`src/rtl/secventiator_intersectie_pkg.sv`:
```
// Shared types for the intersection sequencer: light codes, phase enum and
// the phase-to-lamp-code mapping used by the registered outputs.
package intersectie_pkg;

   localparam logic [1:0] COD_ROSU       = 2'b00;
   localparam logic [1:0] COD_GALBEN     = 2'b01;
   localparam logic [1:0] COD_VERDE      = 2'b10;
   localparam logic [1:0] COD_ROSU_TOTAL = 2'b11;

   typedef enum logic [2:0] {
      ROSU_1   = 3'd0,
      N_VERDE  = 3'd1,
      N_GALBEN = 3'd2,
      ROSU_2   = 3'd3,
      E_VERDE  = 3'd4,
      E_GALBEN = 3'd5,
      NOAPTE   = 3'd6
   } faza_t;

   // Packed as {w_n, w_e, tranzit_n, tranzit_e}.
   function automatic logic [5:0] iesiri_faza(input faza_t f);
      logic [5:0] r;
      r = {COD_ROSU_TOTAL, COD_ROSU_TOTAL, 2'b00};
      case (f)
         ROSU_1:   r = {COD_ROSU_TOTAL, COD_ROSU_TOTAL, 2'b00};
         N_VERDE:  r = {COD_VERDE,      COD_ROSU,       2'b00};
         N_GALBEN: r = {COD_GALBEN,     COD_ROSU,       2'b00};
         ROSU_2:   r = {COD_ROSU_TOTAL, COD_ROSU_TOTAL, 2'b00};
         E_VERDE:  r = {COD_ROSU,       COD_VERDE,      2'b00};
         E_GALBEN: r = {COD_ROSU,       COD_GALBEN,     2'b00};
         NOAPTE:   r = {COD_GALBEN,     COD_GALBEN,     2'b11};
         default:  r = {COD_ROSU_TOTAL, COD_ROSU_TOTAL, 2'b00};
      endcase
      return r;
   endfunction

endpackage

```
`src/rtl/secventiator_intersectie_if.sv`:
```
// Sensor/tick inputs and lamp-code outputs of the sequencer, bundled.
interface secventiator_intersectie_if;

   logic       tick_i;
   logic       cerere_e_i;
   logic       mod_noapte_i;
   logic [1:0] w_n_o;
   logic [1:0] w_e_o;
   logic       tranzit_n_o;
   logic       tranzit_e_o;
   logic       enable_o;
   logic [2:0] faza_o;

   // Environment side: drives tick and sensors, observes the codes.
   modport master (
      output tick_i, cerere_e_i, mod_noapte_i,
      input  w_n_o, w_e_o, tranzit_n_o, tranzit_e_o, enable_o, faza_o
   );

   // Sequencer side.
   modport slave (
      input  tick_i, cerere_e_i, mod_noapte_i,
      output w_n_o, w_e_o, tranzit_n_o, tranzit_e_o, enable_o, faza_o
   );

endinterface

```
`src/rtl/secventiator_intersectie_temporizator.sv`:
```
// Phase down-counter: loads T-1 on phase entry, counts ticks, and flags
// expiry on the tick that finds it at zero, so a phase lasts exactly T ticks.
module temporizator_faza #(
   parameter int unsigned     CNT_W     = 8,
   parameter logic [CNT_W-1:0] VAL_RESET = '0
) (
   input  logic             clk_i,
   input  logic             rst_n_i,
   input  logic             load,
   input  logic [CNT_W-1:0] load_val,
   input  logic             tick,
   output logic             expirat
);

   logic [CNT_W-1:0] r_timer;

   // Load has priority over counting; the counter parks at zero.
   always_ff @(posedge clk_i or negedge rst_n_i) begin
      if (!rst_n_i)
         r_timer <= VAL_RESET;
      else if (load)
         r_timer <= load_val;
      else if (tick && (r_timer != '0))
         r_timer <= r_timer - 1'b1;
   end

   assign expirat = tick && (r_timer == '0);

endmodule

```
`src/rtl/secventiator_intersectie.sv`:
```
// Two-axis intersection phase sequencer with E-axis demand hold and night mode.
module secventiator_intersectie
   import intersectie_pkg::*;
#(
   parameter int unsigned T_GREEN   = 8,
   parameter int unsigned T_YELLOW  = 3,
   parameter int unsigned T_ALL_RED = 2,
   parameter int unsigned CNT_W     = 8
) (
   input  logic                     clk_i,
   input  logic                     rst_n_i,
   secventiator_intersectie_if.slave bus
);

   localparam logic [CNT_W-1:0] L_GREEN   = CNT_W'(T_GREEN - 1);
   localparam logic [CNT_W-1:0] L_YELLOW  = CNT_W'(T_YELLOW - 1);
   localparam logic [CNT_W-1:0] L_ALL_RED = CNT_W'(T_ALL_RED - 1);

   faza_t            r_stare;
   faza_t            w_stare_urm;
   logic             r_pornit;
   logic             r_cerere_q;
   logic [1:0]       r_w_n;
   logic [1:0]       r_w_e;
   logic             r_tranzit_n;
   logic             r_tranzit_e;
   logic             r_enable;
   logic             w_tick;
   logic             w_load;
   logic [CNT_W-1:0] w_load_val;
   logic             w_expirat;
   logic             w_intra_e_verde;
   logic [5:0]       w_iesiri;

   // Ticks are ignored on the start-pulse edge so ROSU_1 keeps its full length.
   assign w_tick = bus.tick_i & r_pornit;

   temporizator_faza #(
      .CNT_W     (CNT_W),
      .VAL_RESET (L_ALL_RED)
   ) u_temporizator (
      .clk_i    (clk_i),
      .rst_n_i  (rst_n_i),
      .load     (w_load),
      .load_val (w_load_val),
      .tick     (w_tick),
      .expirat  (w_expirat)
   );

   // Next phase and timer reload; night request overrides any expiry.
   always_comb begin
      w_stare_urm = r_stare;
      w_load      = 1'b0;
      w_load_val  = L_ALL_RED;
      if (r_stare == NOAPTE) begin
         if (w_tick && !bus.mod_noapte_i) begin
            w_stare_urm = ROSU_1;
            w_load      = 1'b1;
            w_load_val  = L_ALL_RED;
         end
      end else if (w_tick && bus.mod_noapte_i) begin
         w_stare_urm = NOAPTE;
      end else if (w_expirat) begin
         w_load = 1'b1;
         case (r_stare)
            ROSU_1: begin
               w_stare_urm = N_VERDE;
               w_load_val  = L_GREEN;
            end
            N_VERDE: begin
               // Without E demand, green is simply restarted.
               w_stare_urm = r_cerere_q ? N_GALBEN : N_VERDE;
               w_load_val  = r_cerere_q ? L_YELLOW : L_GREEN;
            end
            N_GALBEN: begin
               w_stare_urm = ROSU_2;
               w_load_val  = L_ALL_RED;
            end
            ROSU_2: begin
               w_stare_urm = E_VERDE;
               w_load_val  = L_GREEN;
            end
            E_VERDE: begin
               w_stare_urm = E_GALBEN;
               w_load_val  = L_YELLOW;
            end
            E_GALBEN: begin
               w_stare_urm = ROSU_1;
               w_load_val  = L_ALL_RED;
            end
            default: begin
               w_stare_urm = ROSU_1;
               w_load_val  = L_ALL_RED;
            end
         endcase
      end
   end

   assign w_intra_e_verde = (w_stare_urm == E_VERDE) && (r_stare != E_VERDE);
   assign w_iesiri        = iesiri_faza(w_stare_urm);

   // Phase register, demand latch and registered outputs derived from the next phase.
   always_ff @(posedge clk_i or negedge rst_n_i) begin
      if (!rst_n_i) begin
         r_stare     <= ROSU_1;
         r_pornit    <= 1'b0;
         r_cerere_q  <= 1'b0;
         r_w_n       <= COD_ROSU_TOTAL;
         r_w_e       <= COD_ROSU_TOTAL;
         r_tranzit_n <= 1'b0;
         r_tranzit_e <= 1'b0;
         r_enable    <= 1'b0;
      end else begin
         r_stare     <= w_stare_urm;
         r_pornit    <= 1'b1;
         // A request in the same cycle as the E_VERDE entry is kept.
         r_cerere_q  <= bus.cerere_e_i | (r_cerere_q & ~w_intra_e_verde);
         r_w_n       <= w_iesiri[5:4];
         r_w_e       <= w_iesiri[3:2];
         r_tranzit_n <= w_iesiri[1];
         r_tranzit_e <= w_iesiri[0];
         r_enable    <= (w_stare_urm != r_stare) | ~r_pornit;
      end
   end

   assign bus.w_n_o       = r_w_n;
   assign bus.w_e_o       = r_w_e;
   assign bus.tranzit_n_o = r_tranzit_n;
   assign bus.tranzit_e_o = r_tranzit_e;
   assign bus.enable_o    = r_enable;
   assign bus.faza_o      = r_stare;

endmodule

```
`src/flat_wrapper.sv`:
```
// flat-port wrapper written by rule: the top's interface ports become plain ports
module secventiator_intersectie_flat import intersectie_pkg::*;
#(
   parameter int unsigned T_GREEN   = 8,
   parameter int unsigned T_YELLOW  = 3,
   parameter int unsigned T_ALL_RED = 2,
   parameter int unsigned CNT_W     = 8
)
  (clk_i, rst_n_i, bus_tick_i, bus_cerere_e_i, bus_mod_noapte_i, bus_w_n_o, bus_w_e_o, bus_tranzit_n_o, bus_tranzit_e_o, bus_enable_o, bus_faza_o);
  secventiator_intersectie_if bus_i ();
  input  logic clk_i;
  input  logic rst_n_i;
  input wire logic [$bits(bus_i.tick_i)-1:0] bus_tick_i;
  input wire logic [$bits(bus_i.cerere_e_i)-1:0] bus_cerere_e_i;
  input wire logic [$bits(bus_i.mod_noapte_i)-1:0] bus_mod_noapte_i;
  output wire logic [$bits(bus_i.w_n_o)-1:0] bus_w_n_o;
  output wire logic [$bits(bus_i.w_e_o)-1:0] bus_w_e_o;
  output wire logic [$bits(bus_i.tranzit_n_o)-1:0] bus_tranzit_n_o;
  output wire logic [$bits(bus_i.tranzit_e_o)-1:0] bus_tranzit_e_o;
  output wire logic [$bits(bus_i.enable_o)-1:0] bus_enable_o;
  output wire logic [$bits(bus_i.faza_o)-1:0] bus_faza_o;
  assign bus_i.tick_i = bus_tick_i;
  assign bus_i.cerere_e_i = bus_cerere_e_i;
  assign bus_i.mod_noapte_i = bus_mod_noapte_i;
  assign bus_w_n_o = bus_i.w_n_o;
  assign bus_w_e_o = bus_i.w_e_o;
  assign bus_tranzit_n_o = bus_i.tranzit_n_o;
  assign bus_tranzit_e_o = bus_i.tranzit_e_o;
  assign bus_enable_o = bus_i.enable_o;
  assign bus_faza_o = bus_i.faza_o;
  secventiator_intersectie #(.T_GREEN(T_GREEN), .T_YELLOW(T_YELLOW), .T_ALL_RED(T_ALL_RED), .CNT_W(CNT_W)) u_core (.clk_i(clk_i), .rst_n_i(rst_n_i), .bus(bus_i));
endmodule
```
`config.mk`:
```
export PLATFORM = sky130hd
export DESIGN_NAME = secventiator_intersectie_flat
export DESIGN_NICKNAME = d
export VERILOG_FILES = /design/src/rtl/secventiator_intersectie_pkg.sv /design/src/rtl/secventiator_intersectie_if.sv /design/src/rtl/secventiator_intersectie_temporizator.sv /design/src/rtl/secventiator_intersectie.sv /design/src/flat_wrapper.sv
export SDC_FILE = /design/constraint.sdc
export NUM_CORES = 1
export LEC_CHECK = 0
export CAP_MARGIN = 10
export CORE_MARGIN = 5
export CORE_UTILIZATION = 40
export DETAILED_ROUTE_END_ITERATION = 7
export DONT_BUFFER_PORTS = 1
export SYNTH_ARGS = -nofsm -noshare
export SYNTH_HDL_FRONTEND = slang
export SYNTH_HIERARCHICAL = 1
export SYNTH_SLANG_ARGS = --single-unit
```
`constraint.sdc`:
```
create_clock -name clk_i -period 2 [get_ports clk_i]
set_input_delay 0 -clock clk_i [delete_from_list [all_inputs] [get_ports clk_i]]
set_output_delay 0 -clock clk_i [all_outputs]
set_load 0.01 [all_outputs]
```
Yosys cells after proc, flatten, opt, wreduce, memory -nomap -nowiden
Index checks and enable logic that the tools add are counted.
{"block": "op_classes", "n_addsub": 1, "eq_ne": 12, "mux": 18, "bitwise_logic": 6, "n_reduce_logical": 11}
{"op": "$mux W8", "count": 5}
{"op": "$pmux W6 S5", "count": 1}
{"op": "$pmux W8 S3", "count": 1}
{"op": "$eq A3 B3 Y1 const B", "count": 5}
{"op": "$mux W3", "count": 5}
{"op": "$pmux W3 S5", "count": 1}
{"op": "$eq A3 B2 Y1 const B", "count": 3}
{"op": "$logic_not A8 Y1", "count": 1}
{"op": "$reduce_bool A8 Y1", "count": 1}
{"op": "$sub A8 B1 Y8 const B", "count": 1}
{"op": "$eq A3 B1 Y1 const B", "count": 2}
{"op": "$logic_and A1 B1 Y1", "count": 5}
{"op": "$mux W1", "count": 4}
{"op": "$logic_not A3 Y1", "count": 1}
{"op": "$ne A3 B3 Y1", "count": 1}
{"op": "$ne A3 B3 Y1 const B", "count": 1}
{"op": "$and A1 B1 Y1", "count": 2}
{"op": "$mux W2", "count": 1}
{"op": "$not A1 Y1", "count": 2}
{"op": "$or A1 B1 Y1", "count": 2}
{"op": "$reduce_bool A2 Y1", "count": 1}
{"op": "$reduce_or A2 Y1", "count": 1}
{"op": "$logic_not A1 Y1", "count": 1}
{"block": "totals", "regBits": 20, "output_inout_bits": 10, "elab_cells": 57}

Depth between registers and ports, before layout
{"block": "logic_depth", "ltp_word": 10, "ltp_mapped": 10, "mapped_depth_nobuf": 9}

Hierarchy
The synthesis kept the hierarchy.
{"mod": "secventiator_intersectie", "n_inst": 1, "cells_per_inst": 70, "area_per_inst_um2": 665.6, "seq_area_each_um2": 280.3}
{"mod": "temporizator_faza", "n_inst": 1, "cells_per_inst": 56, "area_per_inst_um2": 551.8, "seq_area_each_um2": 201.4}

Least setup slack after synthesis
OpenSTA, ideal clock, no wires.
{"block": "synth_timing", "kind": "flip-flop to flip-flop", "start": "register u_core.u_temporizator.r_timer[1]", "end": "register u_core.u_temporizator.r_timer[2]", "setup_ns": 0.077, "arrival_time_ns": 2.011, "path_slack_ns": -0.089, "path_stages_with_launch": 10, "path_cell_list": "dfrtp_1 inv_1 ha_1 nor3b_1 and3_1 buf_2 o211ai_1 a311oi_1 inv_1 a21oi_1"}
{"block": "synth_via", "elab_chain_len": 6, "word_cells_on_any_way": 14, "classes_between": "add/sub (1); mux (8); reduce/logical (5)"}
{"element": "start, declared", "line_no": "secventiator_intersectie_temporizator.sv:15", "text": "logic [CNT_W-1:0] r_timer;"}
{"element": "start signal, assigned", "line_no": "secventiator_intersectie_temporizator.sv:22", "text": "r_timer <= load_val;"}
{"element": "start signal, assigned", "line_no": "secventiator_intersectie_temporizator.sv:24", "text": "r_timer <= r_timer - 1'b1;"}
{"element": "$logic_not A8 Y1", "line_no": "secventiator_intersectie_temporizator.sv:27", "text": "assign expirat = tick && (r_timer == '0);"}
{"element": "$logic_and A1 B1 Y1", "line_no": "secventiator_intersectie_temporizator.sv:27"}
{"element": "via u_core.w_expirat", "line_no": "secventiator_intersectie.sv:31", "text": "logic w_expirat;"}
{"element": "$mux W8", "line_no": "secventiator_intersectie.sv:63", "text": "end else if (w_expirat) begin"}
{"element": "$mux W8", "line_no": "secventiator_intersectie.sv:61", "text": "end else if (w_tick && bus.mod_noapte_i) begin"}
{"element": "$mux W8", "line_no": "secventiator_intersectie.sv:55", "text": "if (r_stare == NOAPTE) begin"}
{"element": "via u_core.w_load_val[2]", "line_no": "secventiator_intersectie.sv:30", "text": "logic [CNT_W-1:0] w_load_val;"}
{"element": "$mux W8", "line_no": "secventiator_intersectie_temporizator.sv:21", "text": "else if (load)"}
The timed path passes the listed nets, and every way through them passes these cells. The select of a mux whose other input is x is not followed.
A chain may end at the register's enable or synchronous reset.

Worst setup path in the final report
{"block": "layout_timing", "start": "register u_core.u_temporizator.r_timer[1]", "end": "register u_core.u_temporizator.r_timer[5]"}
{"block": "layout_via", "elab_chain_len": 6, "word_cells_on_any_way": 14, "classes_between": "add/sub (1); mux (8); reduce/logical (5)"}
{"element": "$logic_not A8 Y1 (*)", "line_no": "secventiator_intersectie_temporizator.sv:27"}
{"element": "$logic_and A1 B1 Y1 (*)", "line_no": "secventiator_intersectie_temporizator.sv:27"}
{"element": "via u_core.w_expirat", "line_no": "secventiator_intersectie.sv:31"}
{"element": "$mux W1 (*)", "line_no": "secventiator_intersectie.sv:63"}
{"element": "$mux W1 (*)", "line_no": "secventiator_intersectie.sv:61"}
{"element": "$mux W1 (*)", "line_no": "secventiator_intersectie.sv:55"}
{"element": "via u_core.w_load", "line_no": "secventiator_intersectie.sv:29", "text": "logic w_load;"}
{"element": "$mux W8 / $reduce_bool A2 Y1 (equally long branches)"}
The timed path passes the listed nets; every way through them passes the cells marked *. The select of a mux whose other input is x is not followed.

==> flow_metrics.py <==
metrics = {
    "cells_and_area": {
        "layout-drive-gt1-share": 0.300,
        "layout.cells.non_filler": 183,
        "fin_util": 0.502,
        "finalNetCount": 157,
        "antenna_cells": 0,
        "syn_to_final_growth_pct": 22.8,
        "n_fill_cell": 278,
    },
    "drt": {
        "routed_wl_um": 2900,
        "num_vias": 1037,
        "ant_nets": 0,
        "wire_per_inst_um": 15.8,
        "via_per_inst": 5.67,
        "firstDrtPassIters": 4,
        "drc": 0,
        "drt_iter0_markers": 30,
    },
    "place": {
        "portBuffers": 0,
        "hpwl_um": 1950,
        "gp_congestion": 0.825,
        "dp.cells": 170,
    },
    "clock_network": {
        "path_clk_slew_ns": 0.12,
        "numCtsBuffers": 3,
        "cts_sinks": 19,
        "cts_buffer_depth": 2,
        "cts-htree-levels": 1,
        "clk_latency_ns": 0.29,
        "cts_tree": "built",
        "cts-root-buf": "clkbuf_4",
    },
    "timing": {
        "fin_crit_ns": 1.96,
        "setup_violations": 0,
        "relSlewSlack": 0.398,
        "fmax_ghz": 0.510,
        "period_share": 0.980,
        "holdWs_ns": 0.0395,
        "rsz0062_at_grt": "true",
        "slew_violations": 0,
        "skew_ns": 0.00813,
        "timing_hold_violations_final": 0,
        "worst_pin_slew_ns": 0.901,
    },
    "global_route": {
        "grt_pass1_wl_um": 4690,
        "grt_max_degree": 20,
        "grt_pass1_vias": 1028,
        "grt_remaining_overflow": 0,
        "grt_usage": 0.142,
        "antenna_found_initial": 0,
    },
    "die": {
        "core_um2": 2980,
        "fp.dieH_um": 65.2,
        "initial_core_util": 0.409,
        "io_pins": 15,
        "dieArea_um2": 4250,
        "rows": 20,
        "fp.dieW_um": 65.2,
    },
    "critical_path": {
        "cp-end-kind": "register",
        "cp-start-kind": "register",
        "setup.worst_path.class": "reg2reg",
        "required_ns": 2.18,
        "cp.arrival_ns": 2.14,
        "critPathMaxFanout": 6,
    },
    "synth": {
        "synth_top_flop_cell": "dfrtp_1",
        "ys_top_cells_by_area": "dfrtp_1 (29%), dfstp_2 (11%), a21oi_1 (5.3%), nor2b_1 (2.6%), mux2i_1 (2.5%)",
        "syn_area_per_cell_um2": 9.66,
        "yosys.area.top_type": "dfrtp_1",
        "yosys_warnings": 6,
        "async_reset_ff_frac": 1.00,
        "synth_top_area_frac": 0.288,
        "ys_seq_area_frac": 0.396,
        "syn_area_um2": 1220,
        "synth_most_common_cell": "dfrtp_1",
        "synthTopCellsByCount": "dfrtp_1 (14), a21oi_1 (13), inv_1 (8), nand2_1 (8), nor3_1 (6)",
        "yosysUniqueCellTypes": 48,
        "synthCells": 126,
        "synth_enable_flop_cells": 0,
        "ys_seq_elements": 19,
    },
    "power": {
        "pwr_density_cell_nw_per_um2": 1380,
        "report.power.total_uw": 2060,
        "peakVddDrop_mv": 0.706,
        "leakage_uw": 0.000572,
    },
    "run_status": {
        "status": "complete, no violations",
    },
    "min_path": {
        "hp-class": "in2reg",
    },
    "run": {
        "cap_violations": 0,
    },
}
[state kept, by name, summed over array words and instances, names as in the netlist]
register / count
u_core/bus.enable_o: 1
u_core/bus.faza_o: 3
u_core/bus.tranzit_e_o: 1
u_core/bus.w_e_o: 2
u_core/bus.w_n_o: 2
u_core/r_cerere_q: 1
u_core/r_pornit: 1
u_core/u_temporizator/r_timer: 8
[kinds of logic after synthesis]
logic type,count (synthesis),synth area share
other,2,0.00617
DFF,19,0.396
and+or+nand+nor,42,0.215
adders and majority gates,2,0.0185
buffers and inverters,15,0.0699
muxes,3,0.0247
AOI/OAI and AO/OA,40,0.249
xor gates and xnor gates,3,0.0216
[where the power goes]
group / switching [uW] / leakage [uW] / internal [uW]
Combinational: 598 / 0.000334 / 502
Clock: 122 / 0.0000177 / 74.3
Sequential: 181 / 0.000220 / 581
[layer usage]
metal  up-vias  routed length [um]  track usage
li1        502                   -            -
met1       508                1310        0.189
met2        21                1390        0.230
met3         6                 143       0.0342
met4         0                  57       0.0389
met5         -                   0            0
[path summary, 6_finish.rpt]
check | from | to | slack [ns] | cells after the start
setup / recovery | u_core/u_temporizator/r_timer[1] | u_core/u_temporizator/r_timer[5] | 0.04 | 9
hold / removal | bus_tick_i | u_core/bus.w_e_o[0] | 0.04 | 3
setup reg to reg | u_core/u_temporizator/r_timer[1] | u_core/u_temporizator/r_timer[5] | 0.04 | 9
hold reg to reg | u_core/r_pornit | u_core/bus.enable_o | 0.57 | 1
max in group asynchronous | rst_n_i | u_core/u_temporizator/r_timer[4] | 1.18 | 1
min in group asynchronous | rst_n_i | u_core/bus.tranzit_e_o | 0.26 | 1
[layout make-up]
class,count,area (um2),area share
clock inverters,1,5.00,0.00335
clock buffers,3,22.5,0.0151
inverters,8,32.5,0.0218
repair buffers,23,193,0.129
well taps,33,41.3,0.0276
flip-flops and latches,19,482,0.322
multi-input cells,96,719,0.481
[critical path, stage by stage, from the launching register on]
cell and delay, ns:
dfrtp_1 0.42, inv_2 0.07, ha_2 0.17, nor3b_4 0.23, and3_4 0.25, inv_4 0.05
a21oi_4 0.16, buf_6 0.14, nor2b_1 0.05, a221o_1 0.31
[cell usage in the layout (no fill, tap or decap), types with 3 or more instances in the layout]
master / n
a21oi_1: 11
dfstp_2: 5
inv_1: 6
conb_1: 6
o21ai_0: 5
buf_4: 16
nand2_1: 8
xnor2_1: 3
dfrtp_1: 14
dlygate4sd3_1: 5
nor2b_1: 5
nand3_1: 5
nor3_1: 6
clkbuf_4: 3
mux2i_1: 3
[repair_timing]
action,in CTS,in global routing
cloned,0,1
endpoints found under the setup margin,1,8
setup buffers,0,3
resized for setup,1,11
hold endpoints to repair,23,0
hold buffers,5,0
pin swaps,0,4
[per-stage QoR]
stage | area [um2] | setup WS (ns) | TNS (ns)
6_report | 1500 | 0.0396 | 0
3_5_place_dp | 1330 | 0.0143 | 0
4_1_cts | 1410 | 0.0192 | 0
3_3_place_gp | 1330 | 0.0658 | 0
2_1_floorplan | 1240 | 0.0205 | 0
5_1_grt | 1500 | -0.0334 | -0.0544
Note: power is estimated with default switching activity, not from simulation.
